$ cat src/rtl/point_cloud_streamer.sv
// point_cloud_streamer: for each stored point, fetches it as target, streams the whole cloud to the validator core, returns one verdict per point.
// Build option SKIP_SELF_EN pads the lane holding the current target so a point never matches itself.
module point_cloud_streamer #(
    parameter int N                = 16,
    parameter int DISTANCE_MODULES = 8,
    parameter int ADDR_W           = 16,
    parameter int RD_LATENCY       = 1,
    parameter int DRAIN_CYCLES     = 4
) (
    input  logic                              clock,
    input  logic                              reset,
    input  logic                              start,
    input  logic [2*N-1:0]                    point_cloud_size,
    output logic                              busy,
    output logic                              done,
    output logic                              tgt_rd_en,
    output logic [ADDR_W-1:0]                 tgt_addr,
    input  logic [3*N-1:0]                    tgt_rd_data,
    output logic                              blk_rd_en,
    output logic [ADDR_W-1:0]                 blk_addr,
    input  logic [3*N*DISTANCE_MODULES-1:0]   blk_rd_data,
    output logic [N-1:0]                      point_x,
    output logic [N-1:0]                      point_y,
    output logic [N-1:0]                      point_z,
    output logic [N*DISTANCE_MODULES-1:0]     cp_x,
    output logic [N*DISTANCE_MODULES-1:0]     cp_y,
    output logic [N*DISTANCE_MODULES-1:0]     cp_z,
    output logic                              core_reset,
    input  logic                              inlier,
    input  logic                              outlier,
    output logic                              res_valid,
    output logic [ADDR_W-1:0]                 res_index,
    output logic                              res_inlier,
    input  logic                              res_ready
);
    localparam int DM = DISTANCE_MODULES;
    localparam int PW = ADDR_W + 1;
    localparam int CW = $clog2(RD_LATENCY + DRAIN_CYCLES + 1);
    localparam int DW = N * DM;

    typedef enum logic [2:0] {IDLE, FETCH, LOAD, STREAM, DRAIN, EMIT} state_t;

    state_t                              state_q, state_d;
    logic [PW-1:0]                       p_q, p_d, nb_q, nb_d, p_in;
    logic [ADDR_W-1:0]                   t_q, t_d, b_q, b_d;
    logic [CW-1:0]                       cnt_q, cnt_d;
    logic [RD_LATENCY-1:0]               vld_q, vld_d;
    logic [RD_LATENCY-1:0][ADDR_W-1:0]   ba_q, ba_d;
    logic [N-1:0]                        px_q, px_d, py_q, py_d, pz_q, pz_d;
    logic [DW-1:0]                       cx_q, cx_d, cy_q, cy_d, cz_q, cz_d;
    logic [DW-1:0]                       ret_x, ret_y, ret_z;
    logic                                res_inl_q, res_inl_d, done_q, done_d;
    logic                                hs, last_tgt, last_blk, cap, unused_size_hi;

    assign p_in           = PW'(point_cloud_size);
    assign unused_size_hi = ^point_cloud_size[2*N-1:PW];
    assign hs             = state_q == EMIT && res_ready;
    assign last_tgt       = {1'b0, t_q} == p_q - PW'(1);
    assign last_blk       = {1'b0, b_q} == nb_q - PW'(1);
    // Returning data is dropped once a verdict has been seen or the pass left STREAM/DRAIN.
    assign cap            = vld_q[RD_LATENCY-1] && !inlier;

    for (genvar k = 0; k < DM; k++) begin : g_lane
        logic [PW:0] idx;
        logic        pad;
        assign idx = (PW+1)'(ba_q[RD_LATENCY-1]) * (PW+1)'(DM) + (PW+1)'(k);
`ifdef SKIP_SELF_EN
        assign pad = idx >= (PW+1)'(p_q) || idx == (PW+1)'(t_q);
`else
        assign pad = idx >= (PW+1)'(p_q);
`endif
        assign ret_x[k*N +: N] = pad ? '1 : blk_rd_data[3*N*k +: N];
        assign ret_y[k*N +: N] = pad ? '1 : blk_rd_data[3*N*k + N +: N];
        assign ret_z[k*N +: N] = pad ? '1 : blk_rd_data[3*N*k + 2*N +: N];
    end

    always_ff @(posedge clock or posedge reset) begin
        if (reset) state_q <= IDLE;
        else       state_q <= state_d;
    end

    always_comb begin
        state_d = state_q;
        case (state_q)
            IDLE:    if (start && p_in != '0) state_d = FETCH;
            FETCH:   if (cnt_q == CW'(RD_LATENCY - 1)) state_d = LOAD;
            LOAD:    state_d = STREAM;
            STREAM:  state_d = inlier ? EMIT : last_blk ? DRAIN : STREAM;
            DRAIN:   if (inlier || outlier || cnt_q == CW'(RD_LATENCY + DRAIN_CYCLES - 1)) state_d = EMIT;
            EMIT:    if (res_ready) state_d = last_tgt ? IDLE : FETCH;
            default: state_d = IDLE;
        endcase
    end

    always_comb begin
        busy       = state_q != IDLE;
        done       = done_q;
        tgt_rd_en  = state_q == FETCH && cnt_q == '0;
        tgt_addr   = t_q;
        blk_rd_en  = state_q == STREAM;
        blk_addr   = b_q;
        point_x    = px_q;
        point_y    = py_q;
        point_z    = pz_q;
        cp_x       = cx_q;
        cp_y       = cy_q;
        cp_z       = cz_q;
        core_reset = !(state_q == STREAM || state_q == DRAIN);
        res_valid  = state_q == EMIT;
        res_index  = t_q;
        res_inlier = res_inl_q;
    end

    always_ff @(posedge clock or posedge reset) begin
        if (reset) begin
            p_q       <= '0;
            nb_q      <= '0;
            t_q       <= '0;
            b_q       <= '0;
            cnt_q     <= '0;
            vld_q     <= '0;
            ba_q      <= '0;
            px_q      <= '0;
            py_q      <= '0;
            pz_q      <= '0;
            cx_q      <= '0;
            cy_q      <= '0;
            cz_q      <= '0;
            res_inl_q <= 1'b0;
            done_q    <= 1'b0;
        end else begin
            p_q       <= p_d;
            nb_q      <= nb_d;
            t_q       <= t_d;
            b_q       <= b_d;
            cnt_q     <= cnt_d;
            vld_q     <= vld_d;
            ba_q      <= ba_d;
            px_q      <= px_d;
            py_q      <= py_d;
            pz_q      <= pz_d;
            cx_q      <= cx_d;
            cy_q      <= cy_d;
            cz_q      <= cz_d;
            res_inl_q <= res_inl_d;
            done_q    <= done_d;
        end
    end

    always_comb begin
        p_d       = (state_q == IDLE && start) ? p_in : p_q;
        nb_d      = (state_q == IDLE && start) ? (p_in + PW'(DM - 1)) / PW'(DM) : nb_q;
        t_d       = (state_q == IDLE) ? '0 : (hs && !last_tgt) ? t_q + ADDR_W'(1) : t_q;
        b_d       = (state_q == LOAD) ? '0 : (state_q == STREAM) ? b_q + ADDR_W'(1) : b_q;
        cnt_d     = (state_d != state_q) ? '0 : cnt_q + CW'(1);
        vld_d     = (state_d == STREAM || state_d == DRAIN) ? RD_LATENCY'({vld_q, blk_rd_en}) : '0;
        ba_d      = (RD_LATENCY*ADDR_W)'({ba_q, b_q});
        px_d      = (state_q == LOAD) ? tgt_rd_data[N-1:0] : px_q;
        py_d      = (state_q == LOAD) ? tgt_rd_data[2*N-1:N] : py_q;
        pz_d      = (state_q == LOAD) ? tgt_rd_data[3*N-1:2*N] : pz_q;
        cx_d      = cap ? ret_x : cx_q;
        cy_d      = cap ? ret_y : cy_q;
        cz_d      = cap ? ret_z : cz_q;
        res_inl_d = (state_d == EMIT && state_q != EMIT) ? inlier : res_inl_q;
        done_d    = (state_q == IDLE && start && p_in == '0) || (hs && last_tgt);
    end
endmodule

$ cat config.mk
export PLATFORM = sky130hd
export DESIGN_NAME = point_cloud_streamer
export DESIGN_NICKNAME = d
export VERILOG_FILES = /design/src/rtl/point_cloud_streamer.sv
export SDC_FILE = /design/constraint.sdc
export NUM_CORES = 1
export LEC_CHECK = 0
export CAP_MARGIN = 20
export CORE_AREA = 2 2 378 380
export CTS_CLUSTER_DIAMETER = 100
export CTS_CLUSTER_SIZE = 20
export DETAILED_ROUTE_END_ITERATION = 12
export DIE_AREA = 0 0 380 382
export GPL_TIMING_DRIVEN = 0
export HOLD_SLACK_MARGIN = 0.03
export PLACE_DENSITY_LB_ADDON = 0.1
export SKIP_CTS_REPAIR_TIMING = 1
export SLEW_MARGIN = 20
export SYNTH_ARGS = -nofsm -noshare
export SYNTH_HDL_FRONTEND = slang
export SYNTH_SLANG_ARGS = --single-unit
$ cat constraint.sdc
create_clock -name clock -period 19 [get_ports clock]
set_input_delay 3.8 -clock clock [delete_from_list [all_inputs] [get_ports clock]]
set_output_delay 3.8 -clock clock [all_outputs]
set_load 0.005 [all_outputs]
==> metrics.md, run 1 <==
| Metric | Value |
|---|---|
| Max-cap violation count | 0 |
| Compound-Gate Fraction of Synth Area | around a fifth |
| Crit path kind | primary input to flop |
| Initial core utilization | approximately 15% |
| Worst-Margin Slew | 1.10 ns |
| First-pass GRT wire length | ~160000 µm |
| Worst path required time | 19.48 ns |
| Element type at the critical path end | flop |
| Vias in the first global route | about 19k |
| Met2 Use GR | between 20% and 30% |
| Remaining routing DRC violations | 0 |
| Top post-synthesis cells by count | dfrtp_1 (519), o22a_1 (384), clkbuf_1 (91), nand2_1 (69), mux2_2 (49) |
| Fin. Hold Viols | 0 |
| R2R setup slack | 14.99 ns |
| Ys async rst share | 100% |
| Post-Syn Nets | 2086 |
| Post-Synth XOR/XNOR Area | between 2 and 3% |
| Sequential share of the synthesized area | a little over three fifths |
| RSZ-0062 raised after global routing | false |
| Grt total ovfl | 0 |
| CTS Sinks | between 500 and 600 |
| Hold WS | about 0.48 ns |
| Storage cell area | 0.0130 mm² |
| CP max FO | 10 |
| Layout cells sized above 1 | approximately 6.3% |
| Mapped Area | between 0.02 and 0.025 mm² |
| DRT Wirelength | roughly 110000 µm |
| Final GP Congestion | 0.805 |
| Synth Instances | 1592 |
| Post-DP HPWL | 92600 µm |
| R2R depth | 12 |
| Worst-path clk slew | about 0.080 ns |
| Pin count of the biggest net entering global routing | 100 |
| Hold Crit Endpoint | cnt_q[0]$_DFF_PP0_ |
| Startpoint types | primary input |
| Core area | between 0.1 and 0.15 mm² |
| Synthesized area per cell | roughly 13 µm² |
| Count leader, synth | dfrtp_1 |
| Final Setup Violations | 0 |
| Mux contribution to synthesized area | ~3.0% |
| Area delta synth->final | 64.6% |
| ANT nets after route | 0 |
| GRT Total Usage | 15.1% |
| CTS Buf Count | 40 |
| Routed length per instance | roughly 25 µm |
| Max_slew headroom | a little over a quarter |
| Max incr delay on CP | roughly 0.57 ns |
| Clk Latency, worst-skew pair | between 0.6 and 0.7 ns |
| Worst-path cell chain | clkdlybuf4s50_1 -> nor2b_1 -> clkbuf_2 -> nand2_1 -> or2_2 -> a211oi_1 -> o32a_1 -> o211ai_1 -> clkbuf_1 -> buf_1 -> o22a_1 |
| Reg-to-reg endpoint | res_inlier$_DFFE_PP0P_ |
| Top-area cell type share of the netlist area | between 60 and 70% |
| Pins over their slew limit | 0 |
| Filler Cell Count | approximately 15k |
| Post-synthesis register bit count | between 500 and 600 |
| Maximum vdd drop | around 0.000074 V |
| CP max-delay cell | clkdlybuf4s50_1 |
| Met3 Use GR | about 5.7% |
| Main area contributors after synthesis | dfrtp_1 (63%), o22a_1 (16%), mux2_2 (2.7%) |
| Synthesis Warnings | 0 |
| CTS max path bufs | 3 |
| Critical R2R Launch | p_q[0]$_DFFE_PP0P_ |
| Hold depth | 1 |
| Worst path bufs/invs | 4 |
| CTS root buf | clkbuf_16 |
| Number of synthesized flops with an enable pin | 0 |
| Die area | about 0.15 mm² |
| Area of the multi-input gates | 0.00702 mm² |
| Cell taking the most area after synthesis | dfrtp_1 |
| Arr. time, crit path | 7.65 ns |
| Buffers added on ports | ~940 |
| Busiest grt layer | met2 |
| CTS H-Tree Depth | 2 |
| Simple-gate share of the synthesized area | 6.39% |
| Delay-heaviest family, CP | buffers and inverters |
| 1st-iter DRT viols | 631 |
| Die X | ~380 µm |
| Max frequency | around 140 MHz |
| Die Y | around 380 µm |
| IO Pins | roughly 960 |
| Pleak | between 0.01 and 0.015 µW |
| Nets | slightly above 3k |
| Vias | 17.6k |
| Largest family of logic cells by synthesized area | compound AO/OA/AOI/OAI gates |
| Antenna violations before repair | 30 |
| Ys flop type | dfrtp_1 |
| Worst Skew | ~0.047 ns |
| Distinct cells, synth | 65 |
| Adder-cell share of the synthesized area | roughly 1.5% |
| Min-delay src | cnt_q[0]$_DFF_PP0_ |
| Final core utilization | about 24% |
| Hold Path Class | flop to flop |
| Post-DR vias/cell | 3.91 |
| Tmin final | around 7.2 ns |
| # rows | between 100 and 150 |
| Global Route met1 Usage | roughly 16% |
| Drt first pass iters | 4 |
| CTS tree | yes |
| Status | finished clean |
| Power density over the cells | 163 mW/mm² |
| Tcrit/Tclk final | about 38% |
-- worst max path at each step --
stage | start | endpoint | slack (ns) | cells past startpoint
2_1_floorplan | reset | ba_q[0]$_DFF_PP0_ | 0.70 | 1
3_3_place_gp | reset | cp_x[100]$_DFFE_PP0P_ | -7.21 | 2
3_5_place_dp | inlier | cp_z[38]$_DFFE_PP0P_ | 10.91 | 11
4_1_cts | inlier | cp_z[74]$_DFFE_PP0P_ | 11.60 | 11
5_1_grt | inlier | cp_z[79]$_DFFE_PP0P_ | 11.33 | 11
6_report | inlier | cp_z[74]$_DFFE_PP0P_ | 11.83 | 11
-- state kept, by name, indices dropped and copies added, names as in the netlist --
signal and cells:
ba_q 15, blk_addr 16, cnt_q 3, cp_x 128, cp_y 128, cp_z 128
done 1, nb_q 14, p_q 17, point_x 16, point_y 16, point_z 16
res_index 16, res_inlier 1, state_q 3, vld_q 1
-- cell usage in the layout, fill, tap and decap left out, types with 7 or more instances in the layout --
master and count:
mux2_2 49, clkbuf_1 91, buf_4 20, dfrtp_1 519
buf_1 17, and3_1 9, xnor2_1 40, inv_1 32
clkbuf_16 41, clkdlybuf4s50_1 941, o22a_1 384, ha_1 24
xor2_1 26, nor3_1 18, buf_16 7, o211ai_1 9
nand3_1 21, a21oi_1 18, o21ai_0 45, or3_1 7
nand2b_1 12, nor2_1 43, nand4_1 15, or4_1 13
nor4_1 9, nand2_1 69, nor2b_1 7
-- where the power goes --
part / internal, µW / switching (µW) / total (µW)
clock network: 432 / 483 / 915
registers: 1630 / 336 / 1970
logic: 1520 / 1130 / 2650
-- cells by family after synthesis --
group / after synthesis
buf+inv: 164
fa+ha+maj: 24
compound gates: 510
flops: 519
xor+xnor: 66
simple gates: 254
mux: 55
-- layer usage --
layer,part of all wire [%],vias up
met1,37,8957
met2,53,643
li1,-,7923
met5,0.13,-
met3,8.3,101
met4,1.7,24
-- stage by stage --
step / worst slack, ns / cell area [µm²] / std cells / setup TNS (ns) / power, µW
after floorplan: 0.702 / 20700 / 1592 / 0 / 2960
after global placement: -7.21 / 32500 / 4423 / -3669.26 / 4700
after detailed placement: 10.91 / 32700 / 4433 / 0 / 4730
after CTS: 11.60 / 34000 / 4503 / 0 / 5690
after global routing: 11.33 / 34000 / 4505 / 0 / 5900
final: 11.83 / 34000 / 4508 / 0 / 5540
-- area by class of cell --
type | count | area share, %
diodes | 5 | 0.0368
clock buffers | 50 | 3.26
repair buffers | 951 | 28.3
clock inverters | 20 | 0.584
inverters | 33 | 0.386
plain buffers | 131 | 1.71
multi-input cells | 909 | 20.6
flip-flops and latches | 519 | 38.2
well taps | 1890 | 6.95
Power figures use the tool's default switching activity.
==> inputs of run 2 (changes only) <==
- CORE_AREA: 2 2 378 380 -> 2 2 370 372
- DIE_AREA: 0 0 380 382 -> 0 0 372 374
- clock period: 19 -> 7.15 ns (I/O delays scaled with it)
==> run 2 against run 1 <==
Against the previous run:
- sequential cell count is the same
- die area fell by 4.2%
- largest power group unchanged
- final area hardly changed
- cell count shrank 2.2%
- combinational power increased to 2.6 times the previous value
- clock power grew to 2.5 times the previous value
- utilization increased by 1.1 points
==> metrics.md, run 2 (synthesis gave the netlist of run 1 again) <==
| Metric | Value |
|---|---|
| Layout cells sized above 1 | 6.45% (was 6.31%) |
| Pleak | 0.0133 µW (was 0.0132 µW) |
| Clk Latency, worst-skew pair | 0.61 ns (was 0.63 ns) |
| Startpoint types | primary input (unchanged) |
| Beginning of the critical path | inlier (unchanged) |
| Post-DP HPWL | 90100 µm (was 92600 µm) |
| Core area | 0.135 mm² (was 0.141 mm²) |
| Setup WS post-layout | 2.15 ns (was 11.83 ns) |
| Crit path kind | primary input to flop (unchanged) |
| Tmin final | roughly 5.0 ns |
| Max-cap violation count | 0 (unchanged) |
| Power density over the cells | 428 mW/mm² (was 163 mW/mm²) |
| Buffers added on ports | 941 (unchanged) |
| Combinational power share | 48.0% (was 47.9%) |
| CP max FO | 10 (unchanged) |
| Hold Path Class | flop to flop (unchanged) |
| CTS max path bufs | 3 (unchanged) |
| Critical R2R Launch | p_q[8]$_DFFE_PP0P_ (was p_q[0]$_DFFE_PP0P_) |
| Internal cell power | 9530 µW (was 3590 µW) |
| Clk pwr share | 15.9% (was 16.5%) |
| Commonest non-fill, non-tap cell in the layout | clkdlybuf4s50_1 (unchanged) |
| RSZ-0062 raised after global routing | false (unchanged) |
| Worst-Margin Slew | 1.06 ns (was 1.10 ns) |
| Final core utilization | 25.2% (was 24.2%) |
| Final GP Congestion | 0.801 (was 0.805) |
| Final Setup Violations | 0 (unchanged) |
| Worst-path clk slew | 0.08 ns (about the same) |
| Non-filler cells, final | 4411 (was 4508) |
| Sequential power share | 36.1% (was 35.6%) |
| Pins over their slew limit | 0 (unchanged) |
| CTS Sinks | 519 (unchanged) |
| Maximum vdd drop | 0.000180 V (was 0.0000737 V) |
| Worst path required time | 7.64 ns (was 19.48 ns) |
| Status | finished clean (unchanged) |
| IO Pins | 957 (unchanged) |
| CTS tree | yes (unchanged) |
| Worst Skew | 0.0414 ns (was 0.0473 ns) |
| Die X | 372 µm (was 380 µm) |
| Remaining routing DRC violations | 0 (unchanged) |
| Element type at the critical path end | flop (unchanged) |
| NetSw | 5030 µW (was 1950 µW) |
| ANT nets after route | 0 (unchanged) |
| Vias | 17.5k (was 17.6k) |
| CP max-delay cell | clkbuf_1 (was clkdlybuf4s50_1) |
| Min-delay src | cnt_q[0]$_DFF_PP0_ (unchanged) |
| Initial core utilization | 15.3% (was 14.7%) |
| CTS root buf | clkbuf_16 (unchanged) |
| Max incr delay on CP | 0.59 ns (was 0.57 ns) |
| Max frequency | between 200 and 250 MHz |
| GRT Total Usage | 15.1% (about the same) |
| Nets | 3091 (was 3079) |
| 1st-iter DRT viols | 789 (was 631) |
| Worst path bufs/invs | 4 (unchanged) |
| Critical Path Most Common Cell | clkbuf_1 |
| # rows | 135 (was 138) |
| CTS Buf Count | 37 (was 40) |
| Hold WS | 0.472 ns (was 0.477 ns) |
| Die area | 0.139 mm² (was 0.145 mm²) |
| CTS H-Tree Depth | 2 (unchanged) |
| Arr. time, crit path | 5.49 ns (was 7.65 ns) |
| Antenna violations before repair | 30 (unchanged) |
| Routed length per instance | 24.8 µm (was 25.2 µm) |
| Delay-heaviest family, CP | buffers and inverters (unchanged) |
| Fin. Hold Viols | 0 (unchanged) |
| Placement-stage worst setup slack | 1.22 ns (was 10.91 ns) |
| Max_slew headroom | 29.5% (was 26.6%) |
| Placed Cells | 4337 (was 4433) |
| Post-DR vias/cell | 3.97 (was 3.91) |
| Die Y | 374 µm (was 382 µm) |
| Most frequent cells in the layout | clkdlybuf4s50_1 (941), dfrtp_1 (519), o22a_1 (384), clkbuf_1 (93), nand2_1 (69) (was clkdlybuf4s50_1 (941), dfrtp_1 (519), o22a_1 (384), clkbuf_1 (91), nand2_1 (69)) |
| First-pass GRT wire length | 149000 µm (was 157000 µm) |
| DRT Wirelength | 109000 µm (was 113000 µm) |
| Total Power | 14600 µW (was 5540 µW) |
| Tcrit/Tclk final | about 70% |
| Grt total ovfl | 0 (unchanged) |
| Switching Fraction | 34.6% (was 35.2%) |
| Area delta synth->final | 64.7% (was 64.6%) |
| Filler Cell Count | 14.2k (was 15.0k) |
| Vias in the first global route | 18.8k (was 19.0k) |
| Drt first pass iters | 6 (was 4) |
| Pin count of the biggest net entering global routing | 35 (was 100) |
| Worst-path cell chain | clkdlybuf4s50_1 -> nor2b_1 -> clkbuf_1 -> nand2_1 -> or2_2 -> a211oi_1 -> o32a_1 -> o211ai_1 -> clkbuf_1 -> buf_1 -> o22a_1 (was clkdlybuf4s50_1 -> nor2b_1 -> clkbuf_2 -> nand2_1 -> or2_2 -> a211oi_1 -> o32a_1 -> o211ai_1 -> clkbuf_1 -> buf_1 -> o22a_1) |
## run 2: worst register-to-register path: cells and delay by family, from the launching register on
family	cells	cell delay, ns
AOI/OAI and AO/OA	2	0.98
adders and majority gates	1	0.31
buffers and inverters	3	1.40
DFF	1	0.53
and+or+nand+nor	3	0.77
## run 2: cell type report
cell class                      instances  area [µm²]  share of cell area [%]
Sequential cell                       519       13000                    38.1
Timing Repair Buffer                  966        9880                    29.0
Multi-Input combinational cell        909        7010                    20.6
Tap cell                             1781        2230                    6.54
Clock buffer                           48        1050                    3.08
Buffer                                131         579                    1.70
Clock inverter                         14         168                   0.492
Inverter                               33         128                   0.375
Antenna cell                           10        25.0                  0.0735
## run 2: routing by layer
layer,vias to the layer above,GRT usage [%],part of all wire (%)
met4,32,5.05,3.3
met3,143,5.47,8.5
met5,-,0,0.16
met2,661,27.9,53
li1,7929,-,-
met1,8751,15.6,36
## run 2: final timing paths
path                                           to  cells past startpoint  slack (ns)
max reg2reg                  cp_z[26]$_DFFE_PP0P_                      9        3.11
min                            cnt_q[0]$_DFF_PP0_                      1        0.47
max                          cp_z[66]$_DFFE_PP0P_                     11        2.15
min reg2reg                    cnt_q[0]$_DFF_PP0_                      1        0.47
max in group asynchronous  point_y[8]$_DFFE_PP0N_                     10        3.69
min in group asynchronous   cp_x[117]$_DFFE_PP0P_                      2        1.25
## run 2: power groups by stage
| stage | logic, µW | registers [µW] | clock network (µW) |
|---|---|---|---|
| finish | 6990 | 5250 | 2320 |
| global route | 7500 | 5430 | 2560 |
| CTS | 7170 | 5270 | 2470 |
| detailed placement | 7150 | 5320 | 0 |
| global placement | 7100 | 5300 | 0 |
| floorplan | 2620 | 5250 | 0 |
## run 2: per-stage QoR
step / TNS [ns] / area, µm²
floorplan: -690.39 / 20700
global placement: -2808.32 / 32300
detailed placement: 0 / 32800
CTS: 0 / 34000
global route: 0 / 34100
finish: 0 / 34100
==> inputs of run 3 (changes only) <==
- CORE_AREA: 2 2 370 372 -> 2 2 378 380
- DIE_AREA: 0 0 372 374 -> 0 0 380 382
- clock period: 7.15 -> 4.5 ns (I/O delays scaled with it)
==> run 3 against run 2 <==
Against the previous run:
- count of clock-buffer cells in the layout fell by 3
- die area rose by 4.3%
- worst setup slack got worse by 1.7 ns
- sequential power rose by 58%
- clock power rose by 65%
- register-to-register slack got worse by 2.7 ns
- critical path type unchanged
- largest cell class unchanged
- largest power group unchanged
==> metrics.md, run 3 (synthesis gave the netlist of run 1 again) <==
| Metric | Value |
|---|---|
| Clk Latency, worst-skew pair | 0.62 ns (was 0.61 ns) |
| Pleak | 0.0133 µW (about the same) |
| Worst Skew | 0.0261 ns (was 0.0414 ns) |
| Nets | 3091 (unchanged) |
| Storage cell area | 0.0130 mm² (unchanged) |
| Vias | 17.6k (was 17.5k) |
| Critical R2R Launch | p_q[8]$_DFFE_PP0P_ (unchanged) |
| Remaining routing DRC violations | 0 (unchanged) |
| Tmin final | between 4 and 5 ns |
| Busiest grt layer | met2 (unchanged) |
| Beginning of the critical path | inlier (unchanged) |
| RSZ-0062 raised after global routing | false (unchanged) |
| Max frequency | about 250 MHz |
| Grt total ovfl | 0 (unchanged) |
| Maximum vdd drop | 0.000305 V (was 0.000180 V) |
| Die Y | 382 µm (was 374 µm) |
| Fin. Hold Viols | 0 (unchanged) |
| Max_slew headroom | 29.4% (was 29.5%) |
| Element type at the critical path end | flop (unchanged) |
| Min-delay src | blk_addr[7]$_DFFE_PP0P_ (was cnt_q[0]$_DFF_PP0_) |
| Drt first pass iters | 5 (was 6) |
| Worst-path clk slew | 0.08 ns (about the same) |
| Pin count of the biggest net entering global routing | 35 (unchanged) |
| Final Cell Area | 0.0343 mm² (was 0.0341 mm²) |
| Post-DR vias/cell | 3.90 (was 3.97) |
| # rows | 138 (was 135) |
| Layout cells sized above 1 | 6.64% (was 6.45%) |
| Most frequent cells in the layout | clkdlybuf4s50_1 (941), dfrtp_1 (519), o22a_1 (384), clkbuf_1 (89), nand2_1 (69) (was clkdlybuf4s50_1 (941), dfrtp_1 (519), o22a_1 (384), clkbuf_1 (93), nand2_1 (69)) |
| CTS H-Tree Depth | 2 (unchanged) |
| Pins over their slew limit | 0 (unchanged) |
| 1st-iter DRT viols | 682 (was 789) |
| Final GP Congestion | 0.820 (was 0.801) |
| First-pass GRT wire length | 155000 µm (was 149000 µm) |
| CTS max path bufs | 3 (unchanged) |
| CTS Buf Count | 38 (was 37) |
| Buffers added on ports | 941 (unchanged) |
| Placed Cells | 4447 (was 4337) |
| Placement-stage worst setup slack | -0.749 ns (was 1.22 ns) |
| GRT Total Usage | 14.9% (was 15.1%) |
| Core area | 0.141 mm² (was 0.135 mm²) |
| Hold Path Class | flop to flop (unchanged) |
| Worst path required time | 5.00 ns (was 7.64 ns) |
| Global Route met1 Usage | 15.7% (was 15.6%) |
| Post-DP HPWL | 92200 µm (was 90100 µm) |
| Met2 Use GR | 26.9% (was 27.9%) |
| Area of the multi-input gates | 0.00701 mm² (about the same) |
| CTS Sinks | 519 (unchanged) |
| ANT nets after route | 0 (unchanged) |
| Startpoint types | primary input (unchanged) |
| Vias in the first global route | 19.1k (was 18.8k) |
| Placed inst area | 0.0330 mm² (was 0.0328 mm²) |
| Status | finished clean (unchanged) |
| DRT Wirelength | 111000 µm (was 109000 µm) |
| Initial core utilization | 14.7% (was 15.3%) |
| CP max FO | 10 (unchanged) |
| Max-cap violation count | 0 (unchanged) |
| CTS root buf | clkbuf_16 (unchanged) |
| Commonest non-fill, non-tap cell in the layout | clkdlybuf4s50_1 (unchanged) |
| Final core utilization | 24.3% (was 25.2%) |
| Met3 Use GR | 5.80% (was 5.47%) |
| Setup WS post-layout | 0.453 ns (was 2.15 ns) |
| Crit path kind | primary input to flop (unchanged) |
| Power density over the cells | 679 mW/mm² (was 428 mW/mm²) |
| Die X | 380 µm (was 372 µm) |
| Worst-Margin Slew | 1.06 ns (about the same) |
| Arr. time, crit path | 4.55 ns (was 5.49 ns) |
| Die area | 0.145 mm² (was 0.139 mm²) |
| Tcrit/Tclk final | about nine tenths |
| CTS tree | yes (unchanged) |
| Area delta synth->final | 65.7% (was 64.7%) |
| Final Setup Violations | 0 (unchanged) |
| Routed length per instance | 24.6 µm (was 24.8 µm) |
| Filler Cell Count | 15.0k (was 14.2k) |
| Antenna violations before repair | 39 (was 30) |
| IO Pins | 957 (unchanged) |
| Hold WS | 0.467 ns (was 0.472 ns) |
| Non-filler cells, final | 4522 (was 4411) |
## run 3: cell types whose count changed in the layout (fill, tap and decap cells not counted), moves of 2 or more
cell       change
clkbuf_8       -4
clkbuf_1       -4
bufinv_16      +2
clkinv_8       +2
clkbuf_2       +6
clkinv_2       -2
inv_6          +4
buf_16         +2
## run 3: per-stage QoR
| step | power [µW] | setup TNS, ns |
|---|---|---|
| after global placement | 19700 | -4089.33 |
| after detailed placement | 19900 | -114.18 |
| after global routing | 24800 | 0 |
| after floorplan | 12500 | -1790.67 |
| after CTS | 23900 | -1.31 |
| final | 23300 | 0 |
## run 3: layout make-up
class,instances,area share (%)
antenna,10,0.0730
buffer,131,1.71
clock inverter,20,0.862
multi-input combinational,909,20.5
inverter,33,0.372
timing repair buffer,965,28.9
clock buffer,45,2.85
tap,1890,6.90
sequential,519,37.9
## run 3: power by group
| group | internal (µW) | switching, µW | total [µW] |
|---|---|---|---|
| clock | 1850 | 1980 | 3830 |
| sequential | 6890 | 1400 | 8300 |
| combinational | 6450 | 4690 | 11100 |
| total | 15200 | 8070 | 23300 |
## run 3: worst paths after layout
path                                               end  slack (ns)  depth (start not counted)
worst max register to register    cp_z[34]$_DFFE_PP0P_        0.46                          9
worst min register to register       ba_q[7]$_DFF_PP0_        0.47                          0
min in group asynchronous         cp_y[82]$_DFFE_PP0P_        0.67                          2
worst min-delay path                 ba_q[7]$_DFF_PP0_        0.47                          0
worst max-delay path              cp_z[34]$_DFFE_PP0P_        0.45                         11
max in group asynchronous       point_y[6]$_DFFE_PP0N_        2.17                          8
## run 3: critical path: stages
cell and delay, ns:
clkdlybuf4s50_1 0.56, nor2b_1 0.16, clkbuf_2 0.30, nand2_1 0.11, or2_2 0.30, a211oi_1 0.34, o32a_1 0.35, o21ai_1 0.27
clkbuf_1 0.50, buf_1 0.46, o22a_1 0.29
## run 3: routing by layer
layer | vias up | part of all wire [%]
met5 | - | 0.19
met4 | 34 | 3.5
met3 | 148 | 9.0
met2 | 695 | 51
met1 | 8799 | 36
li1 | 7965 | -
